`src/rtl/insframe_tx.sv`:
```
// insframe_tx: instruction-frame transmitter for the I2C instruction path.
// Accepts an addressed instruction, frames it and shifts it out LSB first
// on sdaout with an output enable, then pulses framedone.
// Optional build macro INSFRAME_PARITY_EN inserts an even-parity bit
// (^ins) directly after the instruction field.
//
// Handshake: a request is taken on a clkins edge where startins=1,
// insready=1 and addins==MY_ADDR; insready is high only in IDLE, and
// requests arriving while busy are neither taken nor counted.
module insframe_tx #(
  parameter int                INS_W   = 4,
  parameter int                ADDR_W  = 4,
  parameter logic [ADDR_W-1:0] MY_ADDR = 4'b0010,
  parameter int                PAD_W   = 4,
  parameter int                BIT_CYC = 1,
`ifdef INSFRAME_PARITY_EN
  localparam int               PAR_W   = 1,
`else
  localparam int               PAR_W   = 0,
`endif
  localparam int               FRAME_W = INS_W + PAD_W + 4 + PAR_W
) (
  input  logic               clkins,
  input  logic               rstins,
  input  logic               startins,
  input  logic [ADDR_W-1:0]  addins,
  input  logic [INS_W-1:0]   ins,
  output logic               insready,
  output logic               busy,
  output logic               sdaout,
  output logic               sdaoe,
  output logic               framedone,
  output logic [FRAME_W-1:0] inssend,
  output logic [7:0]         rejcnt,
  output logic [1:0]         fsmstate
);

  localparam int BIT_W = $clog2(FRAME_W);
  localparam int CYC_W = (BIT_CYC > 1) ? $clog2(BIT_CYC) : 1;

  typedef enum logic [1:0] {
    IDLE  = 2'd0,
    SHIFT = 2'd1,
    DONE  = 2'd2
  } state_t;

  state_t             state_q, state_d;
  logic [FRAME_W-1:0] sh_q, sh_d;
  logic [FRAME_W-1:0] send_q, send_d;
  logic [BIT_W-1:0]   bit_q, bit_d;
  logic [CYC_W-1:0]   cyc_q, cyc_d;
  logic               sda_q, sda_d;
  logic               oe_q, oe_d;
  logic               done_q, done_d;
  logic [7:0]         rej_q, rej_d;
  logic [FRAME_W-1:0] frame;

  // Build the frame: two start ones, payload, optional parity, pad zeros, two tail ones
  always_comb begin
    frame             = '0;
    frame[0]          = 1'b1;
    frame[1]          = 1'b1;
    frame[2 +: INS_W] = ins;
`ifdef INSFRAME_PARITY_EN
    frame[2 + INS_W]  = ^ins;
`endif
    frame[FRAME_W-2]  = 1'b1;
    frame[FRAME_W-1]  = 1'b1;
  end

  // Next-state and next-output logic; framedone defaults low so it only pulses
  always_comb begin
    state_d = state_q;
    sh_d    = sh_q;
    send_d  = send_q;
    bit_d   = bit_q;
    cyc_d   = cyc_q;
    sda_d   = sda_q;
    oe_d    = oe_q;
    done_d  = 1'b0;
    rej_d   = rej_q;
    case (state_q)
      IDLE: begin
        if (startins) begin
          if (addins == MY_ADDR) begin
            state_d = SHIFT;
            sh_d    = frame;
            send_d  = frame;
            sda_d   = frame[0];
            oe_d    = 1'b1;
            bit_d   = '0;
            cyc_d   = '0;
          end else if (rej_q != 8'hFF) begin
            rej_d = rej_q + 8'd1;
          end
        end
      end
      SHIFT: begin
        if (cyc_q == CYC_W'(BIT_CYC - 1)) begin
          cyc_d = '0;
          if (bit_q == BIT_W'(FRAME_W - 1)) begin
            sda_d   = 1'b0;
            oe_d    = 1'b0;
            done_d  = 1'b1;
            state_d = DONE;
          end else begin
            bit_d = bit_q + BIT_W'(1);
            sh_d  = sh_q >> 1;
            sda_d = sh_q[1];
          end
        end else begin
          cyc_d = cyc_q + CYC_W'(1);
        end
      end
      DONE: begin
        state_d = IDLE;
      end
      default: begin
        state_d = IDLE;
      end
    endcase
  end

  // State and output registers; synchronous reset aborts any frame in flight
  always_ff @(posedge clkins) begin
    if (rstins) begin
      state_q <= IDLE;
      sh_q    <= '0;
      send_q  <= '0;
      bit_q   <= '0;
      cyc_q   <= '0;
      sda_q   <= 1'b0;
      oe_q    <= 1'b0;
      done_q  <= 1'b0;
      rej_q   <= 8'd0;
    end else begin
      state_q <= state_d;
      sh_q    <= sh_d;
      send_q  <= send_d;
      bit_q   <= bit_d;
      cyc_q   <= cyc_d;
      sda_q   <= sda_d;
      oe_q    <= oe_d;
      done_q  <= done_d;
      rej_q   <= rej_d;
    end
  end

  assign insready  = (state_q == IDLE);
  assign busy      = (state_q != IDLE);
  assign sdaout    = sda_q;
  assign sdaoe     = oe_q;
  assign framedone = done_q;
  assign inssend   = send_q;
  assign rejcnt    = rej_q;
  assign fsmstate  = state_q;

endmodule
```
`config.mk`:
```
export PLATFORM = sky130hd
export DESIGN_NAME = insframe_tx
export DESIGN_NICKNAME = d
export VERILOG_FILES = /design/src/rtl/insframe_tx.sv
export SDC_FILE = /design/constraint.sdc
export NUM_CORES = 1
export LEC_CHECK = 0
export CAP_MARGIN = 0
export CORE_MARGIN = 2
export CORE_UTILIZATION = 45
export CTS_CLUSTER_SIZE = 30
export DETAILED_ROUTE_END_ITERATION = 8
export PLACE_DENSITY_LB_ADDON = 0.08
export SYNTH_ARGS = -nofsm -noshare
export SYNTH_HDL_FRONTEND = slang
export SYNTH_SLANG_ARGS = --single-unit
export TNS_END_PERCENT = 30
```
`constraint.sdc`:
```
create_clock -name clkins -period 3.5 [get_ports clkins]
set_input_delay 0.875 -clock clkins [delete_from_list [all_inputs] [get_ports clkins]]
set_output_delay 0.875 -clock clkins [all_outputs]
set_load 0.05 [all_outputs]
```
After elaboration in Yosys (flattened, before gate mapping)
Index checks and enable logic that the tools add are counted.

Flip-flop bits (word level): 37. Logic and storage cells: 62. Output and inout port bits: 27.

Eq/ne operators: 9. Bitwise operators: 2. Mux-type cells: 28. Reductions and logical operators: 11. Add/subtract/negate cells: 3.

Operators with widths (number): $mux W12 (4); $pmux W12 S2 (1); $mux W4 (4); $reduce_and A4 Y1 (3); $mux W1 (10); $reduce_and A5 Y1 (2); $add A8 B1 Y8 const B (1); $mux W2 (4); $ne A2 B2 Y1 const B (4); $ne A8 B8 Y1 const B (1); $pmux W4 S2 (1); $pmux W1 S2 (3); $reduce_and A3 Y1 (2); $add A4 B1 Y4 const B (1); $eq A4 B2 Y1 const B (1); $eq A4 B4 Y1 const B (1); $pmux W2 S2 (1); $reduce_bool A2 Y1 (2); $reduce_or A3 Y1 (1); $eq A2 B1 Y1 const B (1); $logic_not A2 Y1 (1); $ne A2 B1 Y1 const B (1); $not A1 Y1 (2); $add A1 B1 Y1 const B (1).

Logic depth before layout (Yosys ltp)
Depth after elaboration: 4. Mapped depth: 7. Depth with buffers taken out: 5.

Worst setup path after synthesis
No wires, ideal clock.

Path type: register to output. Start point: register state_q[1] (netlist: fsmstate[1]). End point: output insready. Data arrival time: 1381 ps. Buffers on the path: 0. Stages on the path, launching flop included: 3. Slack: 1244 ps. Cells stage by stage: dfxtp_1 or2_2 inv_1.

Longest elaborated chain between the ends: 1.

RTL lines: start: declaration (line 47) `state_t state_q, state_d;`; start signal: assignment (line 137) `state_q <= state_d;`; $logic_not A2 Y1 (line 149) `assign insready = (state_q == IDLE);`; end: declaration (line 28) `output logic insready,`.

No other way between the ends.

Worst setup path after layout
Ends and elaborated chain as after synthesis.

==> results.json <==
{
  "status": "finished, final reports clean",
  "rsz0062_at_grt": "no",
  "synth_top_family_by_area": "simple AND/OR/NAND/NOR gates",
  "grt_max_degree": 34,
  "seq_area_um2": 660.6,
  "cts.path.max_buffers": 2,
  "viasPerCell": 5.227,
  "drive_above_1_share_pct": 6.701,
  "cts_tree": "yes",
  "row_count": 20,
  "initialDrtViolationCount": 99,
  "reg2regPathDepth": 5,
  "p_total_mw": 0.7177,
  "hp-class": "register to register",
  "synth_ff_type": "dfxtp_1",
  "post-cts-setup-buffers": 0,
  "insertion_delay_ns": 0.32,
  "h-tree-depth": 2,
  "core_mm2": 0.003053,
  "fillers": 305,
  "synth_edf_count": 0,
  "first_global_vias": 1089,
  "r2r_start": "bit_q[0]",
  "synthArstFlopShare_pct": 0,
  "numClockSinks": 33,
  "worstPathCellList": "or2_2, inv_1, clkdlybuf4s50_1",
  "overflow": 0,
  "cts-buffers-inserted": 5,
  "power_leakage_nw": 0.6192,
  "synth-simple-area-share_pct": 26.46,
  "numPortBuffers": 33,
  "drv_cap": 0,
  "synthXorXnorAreaFrac_pct": 0.6114,
  "gr-usage-all-layers_pct": 18.80,
  "syn_to_final_growth_pct": 26.72,
  "cp.required_ns": 2.62,
  "critPathLaunchType": "register",
  "worstReg2RegEnd": "sh_q[2]",
  "cts-resized-gates": 0,
  "synth_cells": 164,
  "finalNetCount": 206,
  "yosys_warnings": 0,
  "fin_setup_tns_ns": 0,
  "antenna_left": 0,
  "hpwlAfterDp_um": 2208,
  "preCtsSetupSlack_ns": 0.7272,
  "synth_seq_cells": 33,
  "wirelength_um": 3124,
  "num_vias": 1244,
  "cp.depth": 3,
  "multiInputGateArea_um2": 684.4,
  "cp.buffers_inverters": 2,
  "critPathMaxStageDelay_ns": 0.79,
  "netlist_area_mm2": 0.001433,
  "maxClockFrequency_mhz": 364.9,
  "die_y_um": 60.43,
  "start_util_pct": 46.93,
  "crit_end": "insready",
  "reg2reg_slack_ns": 1.60,
  "slowest_stage": "clkdlybuf4s50_1",
  "post-route-period-util_pct": 78.31,
  "n_antenna_cell": 0,
  "clk_pin_slew_ns": 0.09,
  "relSlewSlack_pct": 50.53,
  "power.density_mw_per_mm2": 395.3,
  "drc_errors": 0,
  "syn_avg_cell_area_um2": 8.736,
  "vdd_drop_max_v": 0.0002148,
  "die-area_mm2": 0.003651,
  "chipWidth_um": 60.43,
  "final_cell_mix": "33 x dfxtp_1, 33 x clkdlybuf4s50_1, 21 x nand2_1, 21 x nor2_1, 15 x a21oi_1",
  "synth_adder_area_share_pct": 1.747,
  "setup_slack_ns": 0.7593,
  "synth.area.mux_share_pct": 0.6987,
  "skew_ns": 0.005774,
  "avgRoutedWirePerCell_um": 13.13,
  "synth_compound_area_share_pct": 17.21,
  "path_max_fanout": 6,
  "yosysSeqAreaShare_pct": 46.11,
  "fin_crit_ns": 2.741,
  "first_pass_iters": 4,
  "hold_violations": 0,
  "path_class": "register to output pin",
  "worstSetupStartpoint": "fsmstate[1]",
  "worstMarginPinSlew_ns": 0.7420,
  "grt_pass1_wl_um": 5078,
  "synth.distinct_cells": 35,
  "arrival_ns": 1.87,
  "crit_family": "buffers and inverters",
  "cts_hold_buf": 0,
  "finalSetupViolCount": 0,
  "maxSlewViolCount": 0,
  "cts_root_buf": "clkbuf_4",
  "worstSetupEndpointType": "output pin",
  "place_congestion": 0.7866,
  "io_pins": 38,
  "grt_antenna_before_repair": 0
}
-- where the power goes --
group / total (mW) / leakage [nW] / internal [mW] / switching [mW]
Sequential: 0.390 / 0.267 / 0.383 / 0.00666
Combinational: 0.0908 / 0.311 / 0.0321 / 0.0586
Clock: 0.237 / 0.0413 / 0.116 / 0.120
Total: 0.718 / 0.619 / 0.532 / 0.186
-- per-stage QoR --
step           hold WS, ns  utilization [%]  cell area, um2  cells
6_report            0.4573            59.47            1815    238
5_1_grt             0.4935            59.47            1815    238
4_1_cts             0.4614            59.47            1815    238
3_5_place_dp        0.4475            57.17            1745    230
3_3_place_gp        0.4458            57.17            1745    230
2_1_floorplan       0.4367                -            1444    167
-- cell type report --
| cell class | instances | area share [%] |
|---|---|---|
| timing repair buffer | 34 | 18.61 |
| clock inverter | 1 | 0.2757 |
| clock buffer | 7 | 3.584 |
| sequential | 33 | 36.39 |
| tap | 44 | 3.032 |
| multi-input combinational | 117 | 37.70 |
| inverter | 2 | 0.4135 |
-- registers in the layout, indices dropped and copies added (netlist names) --
| register | flops |
|---|---|
| sdaoe | 1 |
| fsmstate | 2 |
| framedone | 1 |
| inssend | 5 |
| sh_q | 11 |
| rejcnt | 8 |
| sdaout | 1 |
| bit_q | 4 |
-- worst min path at each step --
stage                             to        from  slack [ns]  depth (start not counted)
after floorplan               sdaout     sh_q[1]        0.44                          2
after global placement    inssend[3]  inssend[3]        0.45                          2
after detailed placement  inssend[2]  inssend[2]        0.45                          2
after CTS                 inssend[2]  inssend[2]        0.46                          2
after global routing        sh_q[11]    sh_q[11]        0.49                          2
final                     inssend[3]  inssend[3]        0.46                          2
-- Yosys cell counts (all sizes together), types with 2 or more instances --
library cell,instances,area [um2]
nand2,21,78.83
a21oi,15,75.07
o21ai,4,20.02
clkbuf,6,22.52
nor2,21,78.83
nand3,9,45.04
or3,4,25.02
ha,2,25.02
buf,9,68.81
o31ai,3,22.52
nor3b,2,26.28
a22oi,5,37.54
or4,3,22.52
dfxtp,33,660.6
inv,2,7.510
nor3,5,25.02
a311oi,5,43.79
-- metal layers --
layer	share of wire (%)	GRT usage [%]	vias to the layer above
li1	-	-	626
met2	49	30.59	35
met1	46	23.54	581
met4	0.48	6.522	0
met3	5.3	6.183	2
met5	0	0	-
-- cells by family (layout without fill, tap and decap cells) --
group / after synthesis / count (layout)
AO/OA/AOI/OAI: 36 / 36
XOR/XNOR: 1 / 1
adder cells (fa/ha/maj): 2 / 2
buffers and inverters: 17 / 44
flip-flops: 33 / 33
multiplexers: 1 / 1
other: 1 / 4
AND/OR/NAND/NOR: 73 / 73
-- worst min-delay path: stages (launching register included) --
cell,delay (ns)
dfxtp_1,0.32
nand2_1,0.05
a21oi_1,0.05
No activity file was read; power rests on OpenSTA's default activity.
